**src/rtl/ecc_bus_pkg.sv**
```systemverilog
// ecc_bus_pkg: shared FSM encoding and datapath/counter widths for the ECC bus arbiter.
package ecc_bus_pkg;
   localparam int DATA_W = 32;
   localparam int CNT_W = 16;
   typedef enum logic [1:0] {IDLE, ISSUE, WAIT} state_t;
endpackage

```
**src/rtl/rr_arbiter.sv**
```systemverilog
// rr_arbiter: round-robin pick of the first set request at or after ptr; one-hot grant and its index.
module rr_arbiter #(
   parameter int NUM_REQ = 4,
   parameter int IW = $clog2(NUM_REQ)
) (
   input  logic [NUM_REQ-1:0] req,
   input  logic [IW-1:0]      ptr,
   output logic [NUM_REQ-1:0] grant,
   output logic [IW-1:0]      idx
);
   always_comb begin
      idx = ptr;
      // Scan farthest-first so the candidate closest to ptr is the last one written.
      for (int k = NUM_REQ - 1; k >= 0; k--)
         if (req[(int'(ptr) + k) % NUM_REQ]) idx = IW'((int'(ptr) + k) % NUM_REQ);
      grant = (req != '0) ? (NUM_REQ'(1) << idx) : '0;
   end
endmodule

```
**src/rtl/ecc_bus_arbiter.sv**
```systemverilog
// ecc_bus_arbiter: round-robin single-outstanding transfer arbiter over an ECC-protected bus.
// Define ECC_RETRY_EN to reissue uncorrectable returns up to MAX_RETRY times.
module ecc_bus_arbiter
   import ecc_bus_pkg::*;
#(
   parameter int NUM_REQ = 4,
   parameter int TIMEOUT = 8,
   parameter int MAX_RETRY = 2
) (
   input  logic                      clk,
   input  logic                      rst_n,
   input  logic [NUM_REQ-1:0]        req_valid,
   input  logic [DATA_W*NUM_REQ-1:0] req_data,
   output logic [NUM_REQ-1:0]        req_ready,
   output logic                      bus_valid_out,
   output logic [DATA_W-1:0]         bus_data_out,
   input  logic                      bus_valid_in,
   input  logic [DATA_W-1:0]         bus_data_in,
   input  logic                      bus_err_det,
   input  logic                      bus_err_corr,
   output logic [NUM_REQ-1:0]        rsp_valid,
   output logic [DATA_W-1:0]         rsp_data,
   output logic                      rsp_err,
   output logic [CNT_W-1:0]          corr_count,
   output logic [CNT_W-1:0]          uncorr_count
);
   localparam int IW = $clog2(NUM_REQ);
   localparam int WW = $clog2(TIMEOUT + 1);

   state_t            state, state_nx;
   logic [IW-1:0]     rr_ptr, owner, win_idx;
   logic [NUM_REQ-1:0] win_grant;
   logic [DATA_W-1:0] word, win_word;
   logic [WW-1:0]     wait_cnt;
   logic              take, ret, tmo, bad, fix, retry;

   assign bad  = bus_err_det & ~bus_err_corr;
   assign fix  = bus_err_det & bus_err_corr;
   assign take = (state == IDLE) && (req_valid != '0);
   assign ret  = (state == WAIT) && bus_valid_in;
   assign tmo  = (state == WAIT) && !bus_valid_in && (wait_cnt == WW'(TIMEOUT - 1));

`ifdef ECC_RETRY_EN
   localparam int RW = $clog2(MAX_RETRY + 2);
   logic [RW-1:0] retry_cnt;
   assign retry = ret && bad && (retry_cnt < RW'(MAX_RETRY));
   always_ff @(posedge clk or negedge rst_n)
      if (!rst_n) retry_cnt <= '0;
      else if (state == IDLE) retry_cnt <= '0;
      else if (retry) retry_cnt <= retry_cnt + 1'b1;
`else
   logic unused_max_retry;
   assign unused_max_retry = MAX_RETRY > 0;
   assign retry = 1'b0;
`endif

   rr_arbiter #(.NUM_REQ(NUM_REQ)) u_rr (
      .req(req_valid),
      .ptr(rr_ptr),
      .grant(win_grant),
      .idx(win_idx)
   );

   always_comb begin
      win_word = '0;
      for (int i = 0; i < NUM_REQ; i++)
         if (win_idx == IW'(i)) win_word = req_data[DATA_W*i +: DATA_W];
   end

   always_comb
      state_nx = take ? ISSUE : (state == ISSUE) ? WAIT : retry ? ISSUE : (ret || tmo) ? IDLE : state;

   // Gated by rst_n so a pending request cannot leak a ready pulse while reset is held.
   assign req_ready     = (take && rst_n) ? win_grant : '0;
   assign bus_valid_out = (state == ISSUE);
   assign bus_data_out  = bus_valid_out ? word : '0;

   always_ff @(posedge clk or negedge rst_n)
      if (!rst_n) begin
         state        <= IDLE;
         rr_ptr       <= '0;
         owner        <= '0;
         word         <= '0;
         wait_cnt     <= '0;
         rsp_valid    <= '0;
         rsp_data     <= '0;
         rsp_err      <= 1'b0;
         corr_count   <= '0;
         uncorr_count <= '0;
      end else begin
         state     <= state_nx;
         rsp_valid <= '0;
         wait_cnt  <= (state == WAIT) ? wait_cnt + 1'b1 : '0;
         if (take) begin
            rr_ptr <= (win_idx == IW'(NUM_REQ - 1)) ? '0 : win_idx + 1'b1;
            owner  <= win_idx;
            word   <= win_word;
         end
         if ((ret && !retry) || tmo) begin
            rsp_valid <= NUM_REQ'(1) << owner;
            rsp_data  <= tmo ? '0 : bus_data_in;
            rsp_err   <= tmo | bad;
         end
         if (ret && fix && corr_count != '1) corr_count <= corr_count + 1'b1;
         if (ret && bad && !retry && uncorr_count != '1) uncorr_count <= uncorr_count + 1'b1;
      end
endmodule

```
**config.mk**
```make
export PLATFORM = sky130hd
export DESIGN_NAME = ecc_bus_arbiter
export DESIGN_NICKNAME = d
export VERILOG_FILES = /design/src/rtl/ecc_bus_pkg.sv /design/src/rtl/rr_arbiter.sv /design/src/rtl/ecc_bus_arbiter.sv
export SDC_FILE = /design/constraint.sdc
export NUM_CORES = 1
export LEC_CHECK = 0
export CAP_MARGIN = 20
export CORE_MARGIN = 3
export CORE_UTILIZATION = 30
export DETAILED_ROUTE_END_ITERATION = 10
export PLACE_DENSITY = 0.74
export SLEW_MARGIN = 20
export SYNTH_ARGS = -nofsm -noshare
export SYNTH_HDL_FRONTEND = slang
export SYNTH_SLANG_ARGS = --single-unit
```
**constraint.sdc**
```tcl
create_clock -name clk -period 2.96 [get_ports clk]
set_input_delay 0.74 -clock clk [delete_from_list [all_inputs] [get_ports clk]]
set_output_delay 0.74 -clock clk [all_outputs]
set_load 0.02 [all_outputs]
```
; Yosys cells after proc, flatten, opt, wreduce, memory -nomap -nowiden
; Cells that the tools add are included.
[totals]
mem_bits_rw = 0
ff_bits = 111
romBits = 0
memories = 0
elab_cells = 85
input_bits = 169
latchBits = 0
out_inout_bits = 106
[classes]
n_shift = 2
n_reduce_logical = 18
n_bitwise = 7
n_mul = 0
add_sub_neg = 7
n_eq_ne = 8
muxes = 29
div_mod_pow = 0
magnitude_cmp = 4
[op_table]
columns = op, n
row1 = $mux 32, 6
row2 = $add 16x1->16 const B, 2
row3 = $ne 16x16->1 const B, 2
row4 = $mux 2, 8
row5 = $mux 4, 4
row6 = $lt 3x4->1 const B, 3
row7 = $logic_and 1x1->1, 9
row8 = $bmux 1 s2, 4
row9 = $shl 1x2->4 const A, 2
row10 = $mux 1, 7
row11 = $eq 2x2->1 const B, 3
row12 = $reduce_or 2->1, 3
row13 = $add 2x1->2 const B, 2
row14 = $add 2x2->2 const B, 2
row15 = $add 4x1->4 const B, 1
row16 = $eq 2x1->1 const B, 2
row17 = $eq 4x3->1 const B, 1
row18 = $logic_not 2->1, 2
row19 = $reduce_bool 4->1, 1
row20 = $and 1x1->1 const A, 3
row21 = $lt 2x3->1 const B, 1
row22 = $reduce_bool 3->1, 1
row23 = $and 1x1->1, 2
row24 = $logic_not 1->1, 1
row25 = 3 further kinds, 3

; Logic depth before layout (Yosys ltp)
[logic_depth]
depth_word = 15
depth_mapped = 12
ltp_nobuf = 10

; By module
; A second synthesis with hierarchy kept.
[hier_totals]
hier_cells = 666
hier_area_um2 = 5970.7
[modules_own_cells]
columns = mod, cells_each, area_each_um2, seq_area_each_um2, n_inst
row1 = ecc_bus_arbiter, 638, 5794.3, 2777.7, 1
row2 = rr_arbiter, 28, 176.4, 0.0, 1

; Worst setup path after synthesis
; OpenSTA, ideal clock, no wires.
[synth_path]
kind = in2out
start = input req_valid[0]
end = output req_ready[3]
stages = 8
setup_slack_ns = -0.172
t_required_ns = 2.220
n_path_buf = 2
arrival_ns = 2.392
path_cell_list = nor2_1 -> a2bb2oi_1 -> o221ai_1 -> inv_1 -> ha_1 -> clkbuf_1 -> clkbuf_1 -> and3_1
[synth_between]
elab_chain_cells = 10
word_cells_on_any_way = 21
classes_between = shift (1) / mux (17) / reduce/logical (3)
[synth_rtl]
columns = element, line_no
row1 = from (decl), ecc_bus_arbiter.sv:12  ; input logic [NUM_REQ-1:0] req_valid,
row2 = $bmux 1 s2, rr_arbiter.sv:15  ; if (req[(int'(ptr) + k) % NUM_REQ]) idx = IW'((int'(ptr) + k) % NUM_REQ);
row3 = $mux 1 (not written as such) (2 in series), rr_arbiter.sv:15
row4 = $mux 2 (3 in series), rr_arbiter.sv:15
row5 = $mux 2 (*), rr_arbiter.sv:15
row6 = via u_rr.idx[0], rr_arbiter.sv:9  ; output logic [IW-1:0] idx
row7 = $shl 1x2->4 (*), rr_arbiter.sv:16  ; grant = (req != '0) ? (NUM_REQ'(1) << idx) : '0;
row8 = $mux 4 (*), rr_arbiter.sv:16
row9 = $mux 4 (*), ecc_bus_arbiter.sv:74  ; assign req_ready = (take && rst_n) ? win_grant : '0;
row10 = to (decl), ecc_bus_arbiter.sv:14  ; output logic [NUM_REQ-1:0] req_ready,
; Mark *: on every way through the listed nets, which the timed path passes. The rest lies on a longest branch. The select of a mux whose other input is x is not followed.

; Final worst setup path
[layout_path]
start = input req_valid[2]
end = output req_ready[3]
; The elaborated chain is that of the path after synthesis.

==> results by group <==
Run status
  – Status: finished clean

Synth
  – Synth unique cells: 46
  – Commonest cells post-synth: 111 x dfrtp_1, 86 x nand2_1, 72 x a21oi_1, 51 x nor2_1, 37 x o21ai_0
  – Warnings, synthesis: 0
  – Sequential share of the synthesized area: 0.4799
  – Register bit total from synthesis: 111
  – Fraction of registers with async set/reset: 1.000
  – Number of synthesized flops with an enable pin: 0
  – Post-Synthesis Cells: 643
  – Area leader, netlist: dfrtp_1
  – Synth Net Count: 819
  – Synth Flop Type: dfrtp_1
  – Top cells by area, synth: dfrtp_1 48%, a21oi_1 6.2%, nand2_1 5.6%
  – Share of the synthesized area in the top cell type: 0.4799
  – Most frequent cell after synthesis: dfrtp_1
  – Cell area after synthesis: 5788 µm²
  – Mean Syn Cell Area: 9.002 µm²

Power
  – Static Leak: 3.772 nW
  – Maximum vdd drop: 0.3579 mV
  – P per Cell Area: 841.2 nW/µm²

CTS
  – Worst-path clk slew: 0.08 ns
  – CTS H-tree depth: 3
  – Cts hold-fix bufs: 0
  – TritonCTS Buffers: 9
  – Clk buf depth: 2
  – TritonCTS clock tree: yes
  – Clock Latency Late Sink: 0.35 ns
  – CTS Sinks: 111
  – CTS root buf: clkbuf_16

Placement
  – PortBufs: 274
  – RePlAce Congestion: 0.8168
  – Final HPWL DP: 14,270 µm
  – Dpl cell area: 8955 µm²
  – Placed cells: 1,158

Timing
  – Slew headroom: 0.4022
  – Final TNS setup: 0 ns
  – Top achievable clock speed: 342.9 MHz
  – RSZ-0062 raised after global routing: yes
  – Clock skew: 0.009469 ns
  – Fin. Hold Viols: 0
  – Period utilization: 0.9851
  – Slew Viols, Final: 0
  – Endpoints failing setup: 0
  – Crit path time final: 2.916 ns
  – Min Hold Slack: 0.4148 ns
  – Measured slew at the worst slew-check pin: 0.8967 ns

Detailed routing
  – DRC: 0
  – Antenna Nets Post-Route: 0
  – Drt wl/cell: 15.96 µm
  – TritonRoute pass-1 iters: 5
  – Vias per cell: 4.849
  – Vias post-DR: 5,693
  – Final wirelength: 18,740 µm
  – Drt initial violations: 206

Die
  – # IOs: 275
  – Die area: 21,000 µm²
  – Row count: 50
  – Initial Utilization: 0.3074
  – Die Width: 144.9 µm
  – Core area: 18,830 µm²
  – Die Ht: 144.9 µm

Final layout
  – Sequential Area: 2778 µm²
  – N_diodes: 0
  – Layout Utilization: 0.4948
  – Multi-input logic area: 2877 µm²
  – Final nets: 1,085
  – Fillers: 1,759
  – Non-Filler Instances: 1,174
  – Share of cells above drive strength 1: 0.07768
  – Area added between synthesis and finish: 60.98%
  – Design area: 9318 µm²

Setup path
  – Crit-path max cell delay: 0.28 ns
  – Setup crit end kind: primary output
  – CP arrival: 2.18 ns
  – Buf/Inv on CP: 4
  – Req. time, crit path: 2.22 ns
  – Crit path max fanout: 4
  – Cell family with most CP delay: buffers and inverters
  – CP Launch Type: primary input
  – Reg2Reg Setup Slack: 0.48 ns
  – Critical path class: primary input to primary output
  – CP max-delay cell: dlygate4sd2_1
  – CP Cell Sequence: dlygate4sd2_1 > nor2_2 > a2bb2oi_2 > o221ai_2 > buf_4 > inv_2 > ha_2 > and3_4 > buf_12

Global routing
  – Grt ovf: 0
  – Pin count of the biggest net entering global routing: 71
  – Initial antenna violation count: 0
  – Vias in the first global route: 5,768
  – First-pass GRT wire length: 30,550 µm
  – GRT Util Overall: 0.1778

Job
  – MaxCap Viol Count: 0

Worst hold path
  – HP Class: primary input to asynchronous set/reset pin
==> area by class of cell <==
type | instances | share of cell area
multi-input cells | 479 | 0.3087
clock inverters | 6 | 0.008325
well taps | 260 | 0.03491
flip-flops and latches | 111 | 0.2981
inverters | 10 | 0.004028
clock buffers | 10 | 0.02457
repair buffers | 298 | 0.3213
==> worst paths after layout <==
kind	from	end	cells past startpoint
setup / recovery	req_valid[2]	req_ready[3]	9
hold reg to reg	wait_cnt[0]	wait_cnt[0]	1
setup reg to reg	rr_ptr[1]	word[2]	12
hold / removal	rst_n	word[16]	2
max in group asynchronous	rst_n	rsp_data[7]	3
min in group clk	wait_cnt[0]	wait_cnt[0]	1
==> cells by family after synthesis <==
| logic type | Yosys count | share of synthesized area |
|---|---|---|
| xor gates and xnor gates | 27 | 0.04086 |
| muxes | 4 | 0.008863 |
| and+or+nand+nor | 285 | 0.2501 |
| buffers and inverters | 53 | 0.03718 |
| DFF | 111 | 0.4799 |
| adders and majority gates | 7 | 0.01513 |
| AOI/OAI and AO/OA | 156 | 0.1680 |
==> sequential cells by signal, indices dropped and copies added (netlist names) <==
register and count:
owner 2, wait_cnt 4, rsp_data 32, rsp_err 1, corr_count 16, state 2, rsp_valid 4, word 32
uncorr_count 16, rr_ptr 2
==> cells in the final DEF (no fill, tap or decap), types with 2 or more instances in the layout <==
cell,n
a31oi_1,3
inv_1,9
nor2_2,3
nor2b_1,35
and4_1,3
buf_12,7
nand4_1,8
and3_1,5
nand2_1,86
a21oi_1,70
dlygate4sd2_1,4
ha_1,4
a21o_1,2
nor3_1,33
nor2_1,48
ha_2,2
a221oi_1,31
nand3_1,11
dfrtp_1,111
inv_8,2
clkdlybuf4s50_1,265
o21ai_0,36
clkbuf_16,9
xnor2_1,19
clkinv_4,2
mux2_4,2
buf_4,20
a211o_1,2
and3_4,3
xor2_1,8
nor3b_1,3
and2_1,35
a21oi_2,3
==> metal layers <==
metal / GRT usage / share of wire
met1: 0.2166 / 0.41
met2: 0.3019 / 0.48
met3: 0.06059 / 0.093
met4: 0.04751 / 0.017
met5: 0 / 0
==> through the flow <==
step	total power [mW]	setup slack, ns
final	7.838	0.04407
after global routing	8.436	-0.03525
after CTS	7.912	-0.02491
after detailed placement	6.575	-0.5107
after global placement	6.493	-0.4689
after floorplan	4.762	0.02341
==> where the power goes <==
| part | switching [mW] | total, mW | internal [mW] |
|---|---|---|---|
| logic | 2.22 | 4.17 | 1.95 |
| clock network | 0.603 | 1.28 | 0.674 |
| registers | 0.325 | 2.39 | 2.07 |
| total | 3.14 | 7.84 | 4.69 |
==> repair_timing <==
action,CTS,global route
setup buffers,0,0
endpoints found under the setup margin,13,3
pin swaps,2,2
gates resized for setup,15,8
No activity file was read; power rests on OpenSTA's default activity.
